## src/rtl/line_engine_if.sv

```systemverilog
// Memory-request side of the line rasteriser: DDR address-FIFO and write-data-FIFO push ports.
// The engine drives through the master modport; the arbiter/FIFO side uses the slave modport.
interface line_engine_if;
    logic         af_full;
    logic         wdf_full;
    logic [30:0]  af_addr_din;
    logic         af_wr_en;
    logic [127:0] wdf_din;
    logic [15:0]  wdf_mask_din;
    logic         wdf_wr_en;

    modport master (
        input  af_full, wdf_full,
        output af_addr_din, af_wr_en, wdf_din, wdf_mask_din, wdf_wr_en
    );

    modport slave (
        output af_full, wdf_full,
        input  af_addr_din, af_wr_en, wdf_din, wdf_mask_din, wdf_wr_en
    );
endinterface

```

## src/rtl/line_engine.sv

```systemverilog
// Bresenham line rasteriser: one 2-beat masked DDR write burst per pixel; LE_CLIP_EN drops pixels outside 800x600.
// Latency: first BEAT0 two cycles after trigger, then 3 cycles per pixel with no backpressure.
// Backpressure: BEAT0 waits for af_full=0 and wdf_full=0, BEAT1 waits for wdf_full=0; state holds while stalled.
module line_engine (
    input  logic          clk,
    input  logic          rst,
    input  logic [31:0]   LE_color,
    input  logic [19:0]   LE_point,
    input  logic          LE_color_valid,
    input  logic          LE_point0_valid,
    input  logic          LE_point1_valid,
    input  logic          LE_trigger,
    input  logic [31:0]   LE_frame_base,
    line_engine_if.master mem,
    output logic          LE_ready,
    output logic          steep
);

    typedef enum logic [2:0] {
        S_IDLE  = 3'd0,
        S_SETUP = 3'd1,
        S_BEAT0 = 3'd2,
        S_BEAT1 = 3'd3,
        S_STEP  = 3'd4
    } state_t;

    state_t state_q, state_d;

    logic [31:0] color_q;
    logic [19:0] p0_q, p1_q;

    logic [9:0]  x_q, x_d;
    logic [9:0]  y_q, y_d;
    logic [9:0]  xend_q, xend_d;
    logic [9:0]  dx_q, dx_d;
    logic [9:0]  dy_q, dy_d;
    logic signed [11:0] err_q, err_d;
    logic        yneg_q, yneg_d;
    logic        steep_q, steep_d;

    // Only bits [27:22] of the frame base reach the burst address.
    logic unused_base;
    assign unused_base = ^{LE_frame_base[31:28], LE_frame_base[21:0]};

    // Line setup from the latched endpoints.
    logic [9:0] x0, y0, x1, y1;
    logic [9:0] adx, ady;
    logic [9:0] ax0, ay0, ax1, ay1;
    logic [9:0] sx0, sy0, sx1, sy1;
    logic [9:0] sdx, sdy;
    logic       steep_c, swap_c;

    always_comb begin
        x0      = p0_q[19:10];
        y0      = p0_q[9:0];
        x1      = p1_q[19:10];
        y1      = p1_q[9:0];
        adx     = (x1 >= x0) ? (x1 - x0) : (x0 - x1);
        ady     = (y1 >= y0) ? (y1 - y0) : (y0 - y1);
        steep_c = (ady > adx);
        ax0     = steep_c ? y0 : x0;
        ay0     = steep_c ? x0 : y0;
        ax1     = steep_c ? y1 : x1;
        ay1     = steep_c ? x1 : y1;
        swap_c  = (ax0 > ax1);
        sx0     = swap_c ? ax1 : ax0;
        sy0     = swap_c ? ay1 : ay0;
        sx1     = swap_c ? ax0 : ax1;
        sy1     = swap_c ? ay0 : ay1;
        sdx     = sx1 - sx0;
        sdy     = (sy1 >= sy0) ? (sy1 - sy0) : (sy0 - sy1);
    end

    // Error term update for the step after the current pixel.
    logic signed [11:0] err_sub, err_add;
    assign err_sub = err_q - $signed({2'b00, dy_q});
    assign err_add = err_sub + $signed({2'b00, dx_q});

    // Screen-space pixel, burst address and per-beat byte masks.
    logic [9:0]   px, py;
    logic [30:0]  pix_addr;
    logic [15:0]  nib_mask;
    logic [15:0]  mask0, mask1;
    logic         pix_vis;

    assign px       = steep_q ? y_q : x_q;
    assign py       = steep_q ? x_q : y_q;
    assign pix_addr = {6'b000000, LE_frame_base[27:22], py, px[9:3], 2'b00};
    assign nib_mask = ~(16'hF000 >> {px[1:0], 2'b00});
    assign mask0    = px[2] ? 16'hFFFF : nib_mask;
    assign mask1    = px[2] ? nib_mask : 16'hFFFF;

`ifdef LE_CLIP_EN
    assign pix_vis = (px < 10'd800) && (py < 10'd600);
`else
    assign pix_vis = 1'b1;
`endif

    logic [30:0]  af_addr_c;
    logic         af_wr_en_c;
    logic [127:0] wdf_din_c;
    logic [15:0]  wdf_mask_c;
    logic         wdf_wr_en_c;

    always_comb begin
        state_d     = state_q;
        x_d         = x_q;
        y_d         = y_q;
        xend_d      = xend_q;
        dx_d        = dx_q;
        dy_d        = dy_q;
        err_d       = err_q;
        yneg_d      = yneg_q;
        steep_d     = steep_q;
        af_addr_c   = 31'd0;
        af_wr_en_c  = 1'b0;
        wdf_din_c   = 128'd0;
        wdf_mask_c  = 16'hFFFF;
        wdf_wr_en_c = 1'b0;

        case (state_q)
            S_IDLE: begin
                if (LE_trigger) begin
                    state_d = S_SETUP;
                end
            end
            S_SETUP: begin
                steep_d = steep_c;
                x_d     = sx0;
                y_d     = sy0;
                xend_d  = sx1;
                dx_d    = sdx;
                dy_d    = sdy;
                yneg_d  = (sy1 < sy0);
                err_d   = $signed({3'b000, sdx[9:1]});
                state_d = S_BEAT0;
            end
            S_BEAT0: begin
                if (!pix_vis) begin
                    state_d = S_STEP;
                end else begin
                    af_addr_c  = pix_addr;
                    wdf_din_c  = {4{color_q}};
                    wdf_mask_c = mask0;
                    if (!mem.af_full && !mem.wdf_full) begin
                        af_wr_en_c  = 1'b1;
                        wdf_wr_en_c = 1'b1;
                        state_d     = S_BEAT1;
                    end
                end
            end
            S_BEAT1: begin
                // The address is already queued, so only the data FIFO can stall this beat.
                af_addr_c  = pix_addr;
                wdf_din_c  = {4{color_q}};
                wdf_mask_c = mask1;
                if (!mem.wdf_full) begin
                    wdf_wr_en_c = 1'b1;
                    state_d     = S_STEP;
                end
            end
            S_STEP: begin
                if (x_q == xend_q) begin
                    state_d = S_IDLE;
                end else begin
                    x_d     = x_q + 10'd1;
                    state_d = S_BEAT0;
                    if (err_sub < 0) begin
                        y_d   = yneg_q ? (y_q - 10'd1) : (y_q + 10'd1);
                        err_d = err_add;
                    end else begin
                        err_d = err_sub;
                    end
                end
            end
            default: begin
                state_d = S_IDLE;
            end
        endcase
    end

    always_ff @(posedge clk or negedge rst) begin
        if (!rst) begin
            state_q <= S_IDLE;
            x_q     <= 10'd0;
            y_q     <= 10'd0;
            xend_q  <= 10'd0;
            dx_q    <= 10'd0;
            dy_q    <= 10'd0;
            err_q   <= 12'sd0;
            yneg_q  <= 1'b0;
            steep_q <= 1'b0;
        end else begin
            state_q <= state_d;
            x_q     <= x_d;
            y_q     <= y_d;
            xend_q  <= xend_d;
            dx_q    <= dx_d;
            dy_q    <= dy_d;
            err_q   <= err_d;
            yneg_q  <= yneg_d;
            steep_q <= steep_d;
        end
    end

    // Endpoint/colour latches load in any state; the active line works from its own copies.
    always_ff @(posedge clk or negedge rst) begin
        if (!rst) begin
            color_q <= 32'd0;
            p0_q    <= 20'd0;
            p1_q    <= 20'd0;
        end else begin
            if (LE_color_valid)  color_q <= LE_color;
            if (LE_point0_valid) p0_q    <= LE_point;
            if (LE_point1_valid) p1_q    <= LE_point;
        end
    end

    assign mem.af_addr_din  = af_addr_c;
    assign mem.af_wr_en     = af_wr_en_c;
    assign mem.wdf_din      = wdf_din_c;
    assign mem.wdf_mask_din = wdf_mask_c;
    assign mem.wdf_wr_en    = wdf_wr_en_c;

    assign LE_ready = (state_q == S_IDLE);
    assign steep    = steep_q;

endmodule

```

## src/flat_wrapper.sv

```systemverilog
// flat-port wrapper written by rule: the top's interface ports become plain ports
module line_engine_flat 
  (clk, rst, LE_color, LE_point, LE_color_valid, LE_point0_valid, LE_point1_valid, LE_trigger, LE_frame_base, LE_ready, steep, mem_af_full, mem_wdf_full, mem_af_addr_din, mem_af_wr_en, mem_wdf_din, mem_wdf_mask_din, mem_wdf_wr_en);
  line_engine_if mem_i ();
  input  logic clk;
  input  logic rst;
  input  logic [31:0] LE_color;
  input  logic [19:0] LE_point;
  input  logic LE_color_valid;
  input  logic LE_point0_valid;
  input  logic LE_point1_valid;
  input  logic LE_trigger;
  input  logic [31:0] LE_frame_base;
  output logic LE_ready;
  output logic steep;
  input wire logic [$bits(mem_i.af_full)-1:0] mem_af_full;
  input wire logic [$bits(mem_i.wdf_full)-1:0] mem_wdf_full;
  output wire logic [$bits(mem_i.af_addr_din)-1:0] mem_af_addr_din;
  output wire logic [$bits(mem_i.af_wr_en)-1:0] mem_af_wr_en;
  output wire logic [$bits(mem_i.wdf_din)-1:0] mem_wdf_din;
  output wire logic [$bits(mem_i.wdf_mask_din)-1:0] mem_wdf_mask_din;
  output wire logic [$bits(mem_i.wdf_wr_en)-1:0] mem_wdf_wr_en;
  assign mem_i.af_full = mem_af_full;
  assign mem_i.wdf_full = mem_wdf_full;
  assign mem_af_addr_din = mem_i.af_addr_din;
  assign mem_af_wr_en = mem_i.af_wr_en;
  assign mem_wdf_din = mem_i.wdf_din;
  assign mem_wdf_mask_din = mem_i.wdf_mask_din;
  assign mem_wdf_wr_en = mem_i.wdf_wr_en;
  line_engine u_core (.clk(clk), .rst(rst), .LE_color(LE_color), .LE_point(LE_point), .LE_color_valid(LE_color_valid), .LE_point0_valid(LE_point0_valid), .LE_point1_valid(LE_point1_valid), .LE_trigger(LE_trigger), .LE_frame_base(LE_frame_base), .mem(mem_i), .LE_ready(LE_ready), .steep(steep));
endmodule
```

## config.mk

```make
export PLATFORM = sky130hd
export DESIGN_NAME = line_engine_flat
export DESIGN_NICKNAME = d
export VERILOG_FILES = /design/src/rtl/line_engine_if.sv /design/src/rtl/line_engine.sv /design/src/flat_wrapper.sv
export SDC_FILE = /design/constraint.sdc
export NUM_CORES = 1
export LEC_CHECK = 0
export ABC_AREA = 1
export BUFFER_PORTS_ARGS = -buffer_cell sky130_fd_sc_hd__buf_2
export CAP_MARGIN = 40
export CORE_UTILIZATION = 45
export CTS_CLUSTER_DIAMETER = 150
export CTS_CLUSTER_SIZE = 24
export DETAILED_ROUTE_END_ITERATION = 12
export PLACE_DENSITY = 0.65
export SKIP_LAST_GASP = 1
export SLEW_MARGIN = 30
export SYNTH_ARGS = -nofsm -noshare
export SYNTH_HDL_FRONTEND = slang
export SYNTH_SLANG_ARGS = --single-unit
```

## constraint.sdc

```tcl
create_clock -name clk -period 11 [get_ports clk]
set_clock_uncertainty 0.1 [all_clocks]
set_input_delay 3.3 -clock clk [delete_from_list [all_inputs] [get_ports clk]]
set_output_delay 3.3 -clock clk [all_outputs]
set_load 0.05 [all_outputs]
```

==> impl_metrics.json <==
{
  "worstReg2RegEnd": "u_core.dy_q[6]",
  "synth-seq-area-share_pct": 27.7,
  "cts_resized": 0,
  "routedWlPerCell_um": 15.1,
  "drt-pass1-iter-count": 5,
  "routed-via-count": 11600,
  "synthCells": 1796,
  "syn_to_final_growth_pct": 10.6,
  "rsz0062_at_grt": "no",
  "first_iter_violations": 792,
  "grt_max_degree": 73,
  "cts_setup_buffers": 0,
  "n_fill_cell": 2782,
  "mostFrequentLayoutCells": "nand2_1 (407), inv_1 (254), o21ai_0 (249)",
  "die_area_um2": 28600,
  "min_path_type": "reg -> reg",
  "die_x_um": 169,
  "finalNetCount": 2102,
  "place_hpwl_um": 26600,
  "drv_slew": 0,
  "holdBufCountCts": 0,
  "clockRootBuffer": "clkbuf_16",
  "io_pins": 271,
  "n_antenna_cell": 0,
  "synth_area_um2": 12600,
  "cts_tree": "built",
  "hold_end": "u_core.dx_q[9]",
  "setup_viol": 0,
  "slowest_delay_ns": 0.60,
  "grt_pass1_wl_um": 54500,
  "start_util_pct": 46.2,
  "period_minus_slack_ns": 10.10,
  "clk_pin_slew_ns": 0.06,
  "hold_violations": 0,
  "crit_path_max_fanout": 56,
  "synth_top_flop_cell": "dfrtp_1",
  "gr-usage-all-layers_pct": 24.1,
  "drv_cap": 0,
  "drtAntennaViolNets": 0,
  "drt-vias-per-instance": 5.07,
  "hold_path_depth": 2,
  "fmax_mhz": 99.0,
  "core-area_um2": 27200,
  "max-slew-margin-rel_pct": 51.3,
  "syn_area_per_cell_um2": 6.99,
  "ys_async_sr_fraction_pct": 100,
  "htreeDepth": 4,
  "worstSkewPairLatency_ns": 0.43,
  "min_from": "u_core.dx_q[9]",
  "cts_made_buffers": 17,
  "worstReg2RegStart": "u_core.p1_q[0]",
  "ys_warn_count": 0,
  "ys_seq_elements": 139,
  "grt_pass1_vias": 10700,
  "slowest_stage": "o21ai_0",
  "synth-edff-count": 0,
  "status": "finished clean",
  "wl_um": 34400,
  "startpoint_type": "flip-flop",
  "period_share_pct": 91.8,
  "std_cell_rows": 60,
  "ff2ff_path_depth": 50,
  "setup-tns-final_ns": 0,
  "required_ns": 11.20,
  "cts.sinks": 139,
  "final_common_cell": "nand2_1",
  "regToRegSetupSlack_ns": 0.90,
  "clockBufferDepth": 2,
  "portBuffers": 236,
  "synth_cell_type_count": 54,
  "worstPathArrival_ns": 10.30,
  "route.detailed.drc": 0,
  "crit_type": "reg -> reg",
  "crit_path_end_kind": "flip-flop",
  "die_h_um": 169,
  "grt_remaining_overflow": 0,
  "gp_congestion": 0.989,
  "worstMarginPinSlew_ns": 0.724,
  "antenna_found_initial": 0,
  "drive_above_1_share_pct": 17.2
}
==> kinds of logic (layout without fill, tap and decap cells) <==
family | Yosys count | after routing | share of synthesized area (%)
AND/OR/NAND/NOR | 622 | 622 | 20.9
buffers and inverters | 434 | 539 | 16.8
AO/OA/AOI/OAI | 426 | 426 | 18.4
flip-flops | 139 | 139 | 27.7
adder cells (fa/ha/maj) | 114 | 114 | 11.9
XOR/XNOR | 53 | 53 | 3.70
multiplexers | 7 | 7 | 0.578
other | 1 | 8 | 0.0299
==> synthesized netlist by cell type, types with 9 or more instances <==
library cell / count / share of area, %
xor2_1: 38 / 2.6
nand3_1: 41 / 1.6
clkbuf_1: 46 / 1.4
o21ai_0: 249 / 9.9
fa_1: 9 / 1.4
nor3_1: 12 / 0.48
a21oi_1: 95 / 3.8
buf_4: 116 / 6.9
o21ai_1: 15 / 0.60
xnor2_1: 15 / 1.0
dfrtp_1: 139 / 28
ha_1: 105 / 10
nor2_1: 117 / 3.5
nand2_1: 407 / 12
nand2_2: 12 / 0.60
inv_1: 254 / 7.6
a31oi_1: 9 / 0.45
==> worst max-delay path by stage <==
stage                   startpoint             end  cells past startpoint
floorplan           u_core.p1_q[0]  u_core.dy_q[9]                     59
global placement    u_core.p1_q[0]  u_core.dy_q[6]                     50
detailed placement  u_core.p1_q[0]  u_core.dy_q[6]                     50
CTS                 u_core.p1_q[0]  u_core.dy_q[6]                     50
global route        u_core.p1_q[0]  u_core.dy_q[6]                     50
finish              u_core.p1_q[0]  u_core.dy_q[6]                     50
==> registers in the layout, indices dropped and copies added, names as in the netlist <==
| signal | cells |
|---|---|
| u_core.color_q | 32 |
| u_core.p0_q | 20 |
| u_core.p1_q | 20 |
| u_core.err_q | 12 |
| u_core.dx_q | 10 |
| u_core.dy_q | 10 |
| u_core.x_q | 10 |
| u_core.xend_q | 10 |
| u_core.y_q | 10 |
| u_core.state_q | 3 |
| u_core.steep | 1 |
| u_core.yneg_q | 1 |
==> per-stage QoR <==
step           setup WS, ns  cells  hold WS [ns]  instance area (µm²)  util (%)
6_report              0.902   2280         0.388                13900      51.1
4_1_cts                1.02   2280         0.388                13900      51.1
3_5_place_dp           1.06   2249         0.372                13300      48.8
5_1_grt              0.0422   2280         0.405                13900      51.1
3_3_place_gp           1.11   2243         0.369                13200      48.5
2_1_floorplan          2.33   1803         0.353                12600         -
==> layout make-up <==
class / count / area, µm² / share of cell area, %
inverter: 256 / 961 / 6.92
timing repair buffer: 252 / 1350 / 9.68
clock buffer: 20 / 457 / 3.29
tap: 372 / 465 / 3.35
clock inverter: 11 / 168 / 1.21
sequential: 139 / 3480 / 25.0
multi-input combinational: 1230 / 7020 / 50.5
==> per-layer routing <==
metal | track usage (%) | up-vias | wire length (µm) | share of wire (%)
met5 | 0 | - | 0 | 0
met4 | 5.68 | 0 | 418 | 1.2
met1 | 32.3 | 5406 | 15800 | 46
li1 | - | 5853 | - | -
met2 | 41.3 | 268 | 16700 | 49
met3 | 2.97 | 30 | 1460 | 4.3
==> worst max-delay path: cells and delay by family (launching register included) <==
family / cells / cell delay [ns]
AOI/OAI and AO/OA: 15 / 3.65
and+or+nand+nor: 17 / 2.37
adders and majority gates: 6 / 1.84
buffers and inverters: 10 / 1.27
DFF: 1 / 0.40
xor gates and xnor gates: 2 / 0.26
Power is not shown: default switching activity piles up to over one toggle a cycle in this logic, so the estimate is an artifact.
